===== config.mk =====
export PLATFORM = sky130hd
export DESIGN_NAME = multicycle_control
export DESIGN_NICKNAME = d
export VERILOG_FILES = /design/src/rtl/multicycle_control.sv
export SDC_FILE = /design/constraint.sdc
export NUM_CORES = 1
export LEC_CHECK = 0
export BUFFER_PORTS_ARGS = -buffer_cell sky130_fd_sc_hd__buf_2
export CAP_MARGIN = 20
export CORE_MARGIN = 2
export CORE_UTILIZATION = 51
export CTS_CLUSTER_SIZE = 8
export DETAILED_ROUTE_END_ITERATION = 10
export PLACE_DENSITY = 0.95
export SYNTH_ARGS = -nofsm -noshare
export SYNTH_HDL_FRONTEND = slang
export SYNTH_SLANG_ARGS = --single-unit

===== constraint.sdc =====
create_clock -name clock -period 3.35 [get_ports clock]
set_clock_uncertainty 0.05 [all_clocks]
set_input_delay 0.5025 -clock clock [delete_from_list [all_inputs] [get_ports clock]]
set_output_delay 0.5025 -clock clock [all_outputs]
set_load 0.01 [all_outputs]

===== src/rtl/multicycle_control.sv =====
// Multi-cycle FETCH/DECODE/EXEC/MEM/WB sequencer for the RV32 subset datapath.
// Optional performance counters are enabled with `define PERF_COUNTERS_EN.
module multicycle_control #(
  parameter int MEM_WAIT_MAX = 16,
  parameter int CNT_WIDTH    = 32
) (
  input  logic        clock,
  input  logic        reset,
  input  logic [31:0] instr_in,
  input  logic        mem_ready,
  input  logic        zero,
  output logic [31:0] ir,
  output logic [1:0]  OrigWriteData,
  output logic        MemRead,
  output logic        MemWrite,
  output logic [1:0]  OrigPC,
  output logic        PCWrite,
  output logic [3:0]  ALUControl,
  output logic        OrigULA,
  output logic        RegWrite,
  output logic        trap,
  output logic [1:0]  trap_cause,
  output logic [2:0]  state
`ifdef PERF_COUNTERS_EN
  ,
  output logic [CNT_WIDTH-1:0] cycle_count,
  output logic [CNT_WIDTH-1:0] instret_count
`endif
);

  typedef enum logic [2:0] {
    S_FETCH  = 3'd0,
    S_DECODE = 3'd1,
    S_EXEC   = 3'd2,
    S_MEM    = 3'd3,
    S_WB     = 3'd4,
    S_TRAP   = 3'd5
  } state_t;

  localparam logic [6:0] OP_LOAD   = 7'b0000011;
  localparam logic [6:0] OP_STORE  = 7'b0100011;
  localparam logic [6:0] OP_RTYPE  = 7'b0110011;
  localparam logic [6:0] OP_ITYPE  = 7'b0010011;
  localparam logic [6:0] OP_BRANCH = 7'b1100011;
  localparam logic [6:0] OP_JAL    = 7'b1101111;

  localparam logic [3:0] ALU_AND = 4'd0;
  localparam logic [3:0] ALU_OR  = 4'd1;
  localparam logic [3:0] ALU_ADD = 4'd2;
  localparam logic [3:0] ALU_SUB = 4'd6;
  localparam logic [3:0] ALU_SLT = 4'd7;

  localparam int          WAIT_W     = (MEM_WAIT_MAX > 1) ? $clog2(MEM_WAIT_MAX + 1) : 1;
  localparam logic [31:0] WAIT_LIMIT = 32'(MEM_WAIT_MAX);

  state_t            cur_state, nxt_state;
  logic [WAIT_W-1:0] wait_cnt, wait_nxt;
  logic              ir_load;
  logic [1:0]        cause_nxt;
  logic              timeout_hit;
  logic [6:0]        opcode;
  logic [2:0]        funct3;

  assign opcode = ir[6:0];
  assign funct3 = ir[14:12];
  assign state  = cur_state;

  function automatic logic is_legal(input logic [6:0] f7, input logic [2:0] f3,
                                    input logic [6:0] op);
    logic ok;
    ok = 1'b0;
    case (op)
      OP_LOAD, OP_STORE: ok = (f3 == 3'b010);
      OP_RTYPE: begin
        if ({f7[6], f7[4:0]} != 6'd0) ok = 1'b0;
        else if (f3 == 3'b000)        ok = 1'b1;
        else                          ok = !f7[5] && (f3 == 3'b010 || f3 == 3'b110 || f3 == 3'b111);
      end
      OP_ITYPE:  ok = (f3 == 3'b000 || f3 == 3'b010 || f3 == 3'b110 || f3 == 3'b111);
      OP_BRANCH: ok = (f3 == 3'b000);
      OP_JAL:    ok = 1'b1;
      default:   ok = 1'b0;
    endcase
    return ok;
  endfunction

  // bit30 only selects SUB for register-register ops; immediates are always ADD at 000
  function automatic logic [3:0] alu_sel(input logic [6:0] op, input logic [2:0] f3,
                                         input logic b30);
    logic [3:0] sel;
    sel = ALU_AND;
    case (op)
      OP_LOAD, OP_STORE: sel = ALU_ADD;
      OP_BRANCH:         sel = ALU_SUB;
      OP_RTYPE, OP_ITYPE: begin
        case (f3)
          3'b000:  sel = (op == OP_RTYPE && b30) ? ALU_SUB : ALU_ADD;
          3'b010:  sel = ALU_SLT;
          3'b110:  sel = ALU_OR;
          3'b111:  sel = ALU_AND;
          default: sel = ALU_AND;
        endcase
      end
      default: sel = ALU_AND;
    endcase
    return sel;
  endfunction

  assign timeout_hit = (MEM_WAIT_MAX != 0) && !mem_ready &&
                       ((32'(wait_cnt) + 32'd1) >= WAIT_LIMIT);

  // State, IR, wait counter and sticky trap registers
  always_ff @(posedge clock) begin
    if (reset) begin
      cur_state  <= S_FETCH;
      ir         <= 32'd0;
      trap       <= 1'b0;
      trap_cause <= 2'd0;
      wait_cnt   <= '0;
    end else begin
      cur_state <= nxt_state;
      wait_cnt  <= wait_nxt;
      if (ir_load) ir <= instr_in;
      if (nxt_state == S_TRAP && cur_state != S_TRAP) begin
        trap       <= 1'b1;
        trap_cause <= cause_nxt;
      end
    end
  end

  // Next-state, IR load and wait counter update
  always_comb begin
    nxt_state = cur_state;
    wait_nxt  = wait_cnt;
    ir_load   = 1'b0;
    cause_nxt = 2'd0;
    case (cur_state)
      S_FETCH: begin
        if (mem_ready) begin
          ir_load   = 1'b1;
          nxt_state = S_DECODE;
          wait_nxt  = '0;
        end else if (timeout_hit) begin
          nxt_state = S_TRAP;
          cause_nxt = 2'd2;
        end else begin
          wait_nxt = wait_cnt + WAIT_W'(1);
        end
      end
      S_DECODE: begin
        if (is_legal(ir[31:25], funct3, opcode)) begin
          nxt_state = S_EXEC;
        end else begin
          nxt_state = S_TRAP;
          cause_nxt = 2'd1;
        end
      end
      S_EXEC: begin
        if (opcode == OP_LOAD || opcode == OP_STORE) begin
          nxt_state = S_MEM;
          wait_nxt  = '0;
        end else if (opcode == OP_BRANCH || opcode == OP_JAL) begin
          nxt_state = S_FETCH;
          wait_nxt  = '0;
        end else begin
          nxt_state = S_WB;
        end
      end
      S_MEM: begin
        if (mem_ready) begin
          nxt_state = (opcode == OP_LOAD) ? S_WB : S_FETCH;
          wait_nxt  = '0;
        end else if (timeout_hit) begin
          nxt_state = S_TRAP;
          cause_nxt = 2'd2;
        end else begin
          wait_nxt = wait_cnt + WAIT_W'(1);
        end
      end
      S_WB: begin
        nxt_state = S_FETCH;
        wait_nxt  = '0;
      end
      S_TRAP:  nxt_state = S_TRAP;
      default: nxt_state = S_FETCH;
    endcase
  end

  // Datapath selects and strobes decoded from state and IR
  always_comb begin
    OrigWriteData = 2'd0;
    MemRead       = 1'b0;
    MemWrite      = 1'b0;
    OrigPC        = 2'd0;
    PCWrite       = 1'b0;
    ALUControl    = 4'd0;
    OrigULA       = 1'b0;
    RegWrite      = 1'b0;
    if (cur_state == S_EXEC || cur_state == S_MEM || cur_state == S_WB) begin
      ALUControl = alu_sel(opcode, funct3, ir[30]);
      OrigULA    = (opcode == OP_LOAD || opcode == OP_STORE || opcode == OP_ITYPE);
    end else begin
      ALUControl = 4'd0;
    end
    case (cur_state)
      S_FETCH: MemRead = 1'b1;
      S_EXEC: begin
        if (opcode == OP_BRANCH) begin
          PCWrite = 1'b1;
          OrigPC  = zero ? 2'd1 : 2'd0;
        end else if (opcode == OP_JAL) begin
          RegWrite      = 1'b1;
          OrigWriteData = 2'd2;
          PCWrite       = 1'b1;
          OrigPC        = 2'd2;
        end else begin
          PCWrite = 1'b0;
        end
      end
      S_MEM: begin
        if (opcode == OP_LOAD) begin
          MemRead = 1'b1;
        end else begin
          MemWrite = 1'b1;
          PCWrite  = mem_ready;
        end
      end
      S_WB: begin
        RegWrite      = 1'b1;
        PCWrite       = 1'b1;
        OrigWriteData = (opcode == OP_LOAD) ? 2'd0 : 2'd1;
      end
      default: PCWrite = 1'b0;
    endcase
    if (reset) begin
      MemRead  = 1'b0;
      MemWrite = 1'b0;
      RegWrite = 1'b0;
      PCWrite  = 1'b0;
    end else begin
      OrigPC = OrigPC;
    end
  end

`ifdef PERF_COUNTERS_EN
  // Free-running cycle and retired-instruction counters, wrapping naturally
  always_ff @(posedge clock) begin
    if (reset) begin
      cycle_count   <= '0;
      instret_count <= '0;
    end else begin
      if (cur_state != S_TRAP) cycle_count <= cycle_count + CNT_WIDTH'(1);
      if (PCWrite) instret_count <= instret_count + CNT_WIDTH'(1);
    end
  end
`endif

endmodule


After elaboration in Yosys (flattened, before gate mapping)
Cells that the tools add are included.
{ "totals": {"register_bits": 43, "in_bits": 36, "elab_cells": 99} }
{ "classes": {"add_sub_neg": 2, "n_lt_le_gt_ge": 1, "eq_ne": 18, "mux": 49, "n_reduce_logical": 24} }
{ "op_table": {"columns": ["operator", "n"], "rows": [
  ["$mux W3", 8],
  ["$mux W1", 20],
  ["$mux W5", 4],
  ["$pmux W3 S3", 2],
  ["$eq A3 B3 Y1 const B", 5],
  ["$pmux W3 S5", 1],
  ["$pmux W5 S3", 1],
  ["$eq A7 B6 Y1 const B", 2],
  ["$eq A7 B7 Y1 const B", 2],
  ["$mux W2", 6],
  ["$logic_or A1 B1 Y1", 10],
  ["$eq A3 B2 Y1 const B", 3],
  ["$ne A3 B3 Y1 const B", 3],
  ["$pmux W2 S2", 2],
  ["$eq A7 B2 Y1 const B", 1],
  ["$eq A7 B5 Y1 const B", 1],
  ["$add A5 B1 Y6 const B", 1],
  ["$ge A6 B5 Y1 const B", 1],
  ["$logic_not A3 Y1", 2],
  ["$reduce_bool A6 Y1", 1],
  ["$reduce_or A2 Y1", 3],
  ["$add A5 B1 Y5 const B", 1],
  ["$pmux W1 S5", 1],
  ["$logic_and A1 B1 Y1", 4],
  ["7 further kinds", 9]
]} }

Logic depth before layout (Yosys ltp)
{ "depth": {"ltp_word": 12, "depth_mapped": 7} }

Worst setup path after synthesis
No wires, ideal clock.
{ "synth_timing": {"kind": "register to output", "start": "register ir[3]", "end": "output port MemRead", "arrival_time_ps": 1593, "path_slack_ps": 1205, "stages_incl_launch_ff": 6, "path_buffers": 0, "cell_sequence": "dfxtp_1 nand4bb_4 nor4_1 and3_1 nor2_1 nor3_1"} }
{ "synth_between": {"elab_chain_cells": 4} }
{ "synth_lines": {"columns": ["element", "line", "source"], "rows": [
  ["start, declared", "12", "output logic [31:0] ir,"],
  ["start signal, assigned", "123", "if (ir_load) ir <= instr_in;"],
  ["$eq A7 B2 Y1", "221", "if (opcode == OP_LOAD) begin"],
  ["$mux W1", "221", null],
  ["$pmux W1 S2", "205", "case (cur_state)"],
  ["$mux W1", "235", "if (reset) begin"],
  ["end, declared", "14", "output logic MemRead,"]
]} }
No other way between the ends.

Worst setup path in the final report
Ends and elaborated chain as after synthesis.

==> flow_summary.json <==
{
  "status": "finished, final reports clean",
  "netlist_area_mm2": 0.00205,
  "grt_util_all_layers": 0.241,
  "p_per_area_mw_per_mm2": 458,
  "grt_pass1_wl_mm": 8.40,
  "yosys_warnings": 0,
  "rsz0062_at_grt": "false",
  "cts_resized": 0,
  "ys.flop_type": "dfxtp_1",
  "synth_top_area_frac": 0.419,
  "max-cap-violations": 0,
  "grt-ovfl-total": 0,
  "n_antenna_cell": 0,
  "end_kind": "output port",
  "min_period_ns": 2.73,
  "max_slew_margin": 0.456,
  "cp-start-kind": "flop",
  "power_uw": 1200,
  "n_fill_cell": 340,
  "cts.htree.levels": 2,
  "drive_gt1_frac": 0.297,
  "cts_hold_buffers": 0,
  "fmax_mhz": 366,
  "required_ns": 2.80,
  "crit_fanout": 8,
  "synth_area_leaders": "dfxtp_1 (42%), nand2_1 (14%), a21oi_1 (10%), clkbuf_1 (3.1%), nor2_1 (2.9%)",
  "clock_path_buffers": 2,
  "finalSetupTns_ns": 0,
  "synth_edf_count": 0,
  "drt_iter0_drc": 110,
  "drt_wl_total_mm": 5.36,
  "path_cells": "nand4bb_4 > nor4_1 > and3_1 > nor2_1 > nor3_1 > buf_2",
  "ios": 87,
  "ys_seq_area_frac": 0.419,
  "crit_end": "MemRead",
  "report.final.slew_viol_count": 0,
  "worst_pin_slew_ns": 0.808,
  "cts_inserted_buffers": 5,
  "grt_max_degree": 33,
  "core-area_mm2": 0.00394,
  "via_per_inst": 5.44,
  "cp_slowest_cell": "nor4_1",
  "r2r_end": "wait_cnt[1]$_SDFFE_PP0P_",
  "yosys.area.top_type": "dfxtp_1",
  "hpwl_mm": 3.87,
  "setup_violations": 0,
  "drtPass1Iterations": 4,
  "pre_cts_ws_ns": 0.985,
  "critPathKind": "flop to output port",
  "die_w_um": 67.5,
  "holdWs_ns": 0.382,
  "cpPeakStageDelay_ns": 0.64,
  "startpoint": "ir[3]$_SDFFE_PP0P_",
  "final.period_utilization": 0.814,
  "hold_path_class": "primary input to flop",
  "cts.clk_slew.worst_paths_ns": 0.09,
  "setup_slack_ns": 0.621,
  "vdd_drop_max_mv": 0.352,
  "initial_core_util": 0.521,
  "ys_seq_elements": 43,
  "cts_tree": "yes",
  "num_vias": 2174,
  "nets": 386,
  "r2r_cells": 5,
  "r2r-start": "ir[6]$_SDFFE_PP0P_",
  "critPathArrivalTime_ns": 2.18,
  "syn_inst": 272,
  "ant_nets": 0,
  "synth-async-reset-ratio": 0,
  "antenna_found_initial": 0,
  "avgRoutedWirePerCell_um": 13.4,
  "die_y_um": 67.5,
  "p_leak_uw": 0.00121,
  "portBuffers": 85,
  "cts_setup_buffers": 0,
  "gp_congestion": 0.831,
  "dieArea_mm2": 0.00455,
  "postSynthAreaPerCell_um2": 7.55,
  "hold_viol": 0,
  "fp-row-count": 23,
  "grt_pass1_vias": 1917,
  "synth.distinct_cells": 45,
  "clk_latency_ns": 0.30,
  "area_delta_synth_final_pct": 27.0,
  "drc": 0,
  "clockRootBuffer": "clkbuf_8",
  "cts.sinks": 43,
  "rrSetupSlack_ns": 1.19,
  "synth_nets": 309
}
[power breakdown]
group	internal, uW	total, uW	switching [uW]
logic	87.3	207	120
registers	544	581	36.2
clock network	222	408	186
[logic make-up after synthesis]
kind of cell               count (synthesis)  share of synthesized area
AOI/OAI and AO/OA                         73                      0.222
xor gates and xnor gates                   1                    0.00426
adders and majority gates                  1                    0.00609
buffers and inverters                     25                     0.0512
DFF                                       43                      0.419
other                                      1                    0.00183
and+or+nand+nor                          128                      0.295
[Yosys cell counts (2+ instances only)]
cell type   n
a211oi_1    3
a21boi_0    2
a21oi_1    43
a31o_1      2
a31oi_1     4
and3_1      2
clkbuf_1   17
dfxtp_1    43
inv_1       6
nand2_1    74
nand2b_1    2
nand3_1     3
nand3b_1    4
nand4_1     2
nor2_1     16
nor2b_1     4
nor3_1      6
nor4_1      2
nor4b_1     2
o21ai_0     5
o31ai_1     2
or3_1       3
or4_1       3
[per-stage QoR]
stage          std cells  cell area (um2)   util
2_1_floorplan        272             2050      -
3_3_place_gp         392             2500  0.633
3_5_place_dp         392             2500  0.633
4_1_cts              400             2610  0.662
5_1_grt              400             2610  0.662
6_report             400             2610  0.662
[worst min-delay path by stage]
stage / start / end / slack [ns] / cells after the start
finish: instr_in[10] / ir[10]$_SDFFE_PP0P_ / 0.38 / 3
global placement: ir[11]$_SDFFE_PP0P_ / ir[11]$_SDFFE_PP0P_ / 0.39 / 2
CTS: instr_in[10] / ir[10]$_SDFFE_PP0P_ / 0.37 / 3
detailed placement: ir[18]$_SDFFE_PP0P_ / ir[18]$_SDFFE_PP0P_ / 0.39 / 2
global route: instr_in[18] / ir[18]$_SDFFE_PP0P_ / 0.38 / 3
floorplan: wait_cnt[4]$_SDFFE_PP0P_ / wait_cnt[4]$_SDFFE_PP0P_ / 0.40 / 1
[per-layer routing]
layer | vias to the layer above | GRT usage | wire length (um)
li1 | 1098 | - | -
met1 | 991 | 0.303 | 2260
met2 | 80 | 0.401 | 2630
met3 | 5 | 0.0733 | 423
met4 | 0 | 0.0638 | 48
met5 | - | 0 | 0
[sequential cells by signal, summed over array words and instances, names as in the netlist]
signal	flops
state	3
ir	32
trap	1
trap_cause	2
wait_cnt	5
[worst max-delay path: cells and delay by family (launching register included)]
kind / cells / cell delay, ns
buffers and inverters: 1 / 0.16
DFF: 1 / 0.38
and+or+nand+nor: 5 / 1.33
[final cells by class]
cell class	count	area [um2]	area share
well taps	50	62.6	0.0240
flip-flops and latches	43	861	0.330
multi-input cells	204	1090	0.420
clock buffers	5	68.8	0.0264
inverters	6	22.5	0.00863
repair buffers	89	455	0.175
clock inverters	3	43.8	0.0168
[cell usage in the layout, fill, tap and decap left out, drive strengths merged, types with 3 or more instances in the layout]
master / netlist / layout
or3: 4 / 4
nand3: 3 / 3
a31oi: 4 / 4
dfxtp: 43 / 43
a21oi: 43 / 43
a211oi: 3 / 3
nand3b: 4 / 4
clkbuf: 17 / 5
o21ai: 5 / 5
nor2: 16 / 16
nor2b: 4 / 4
nor3: 6 / 6
nand2: 74 / 74
buf: 2 / 89
or4: 3 / 3
inv: 6 / 6
(Power assumes the default switching activity.)
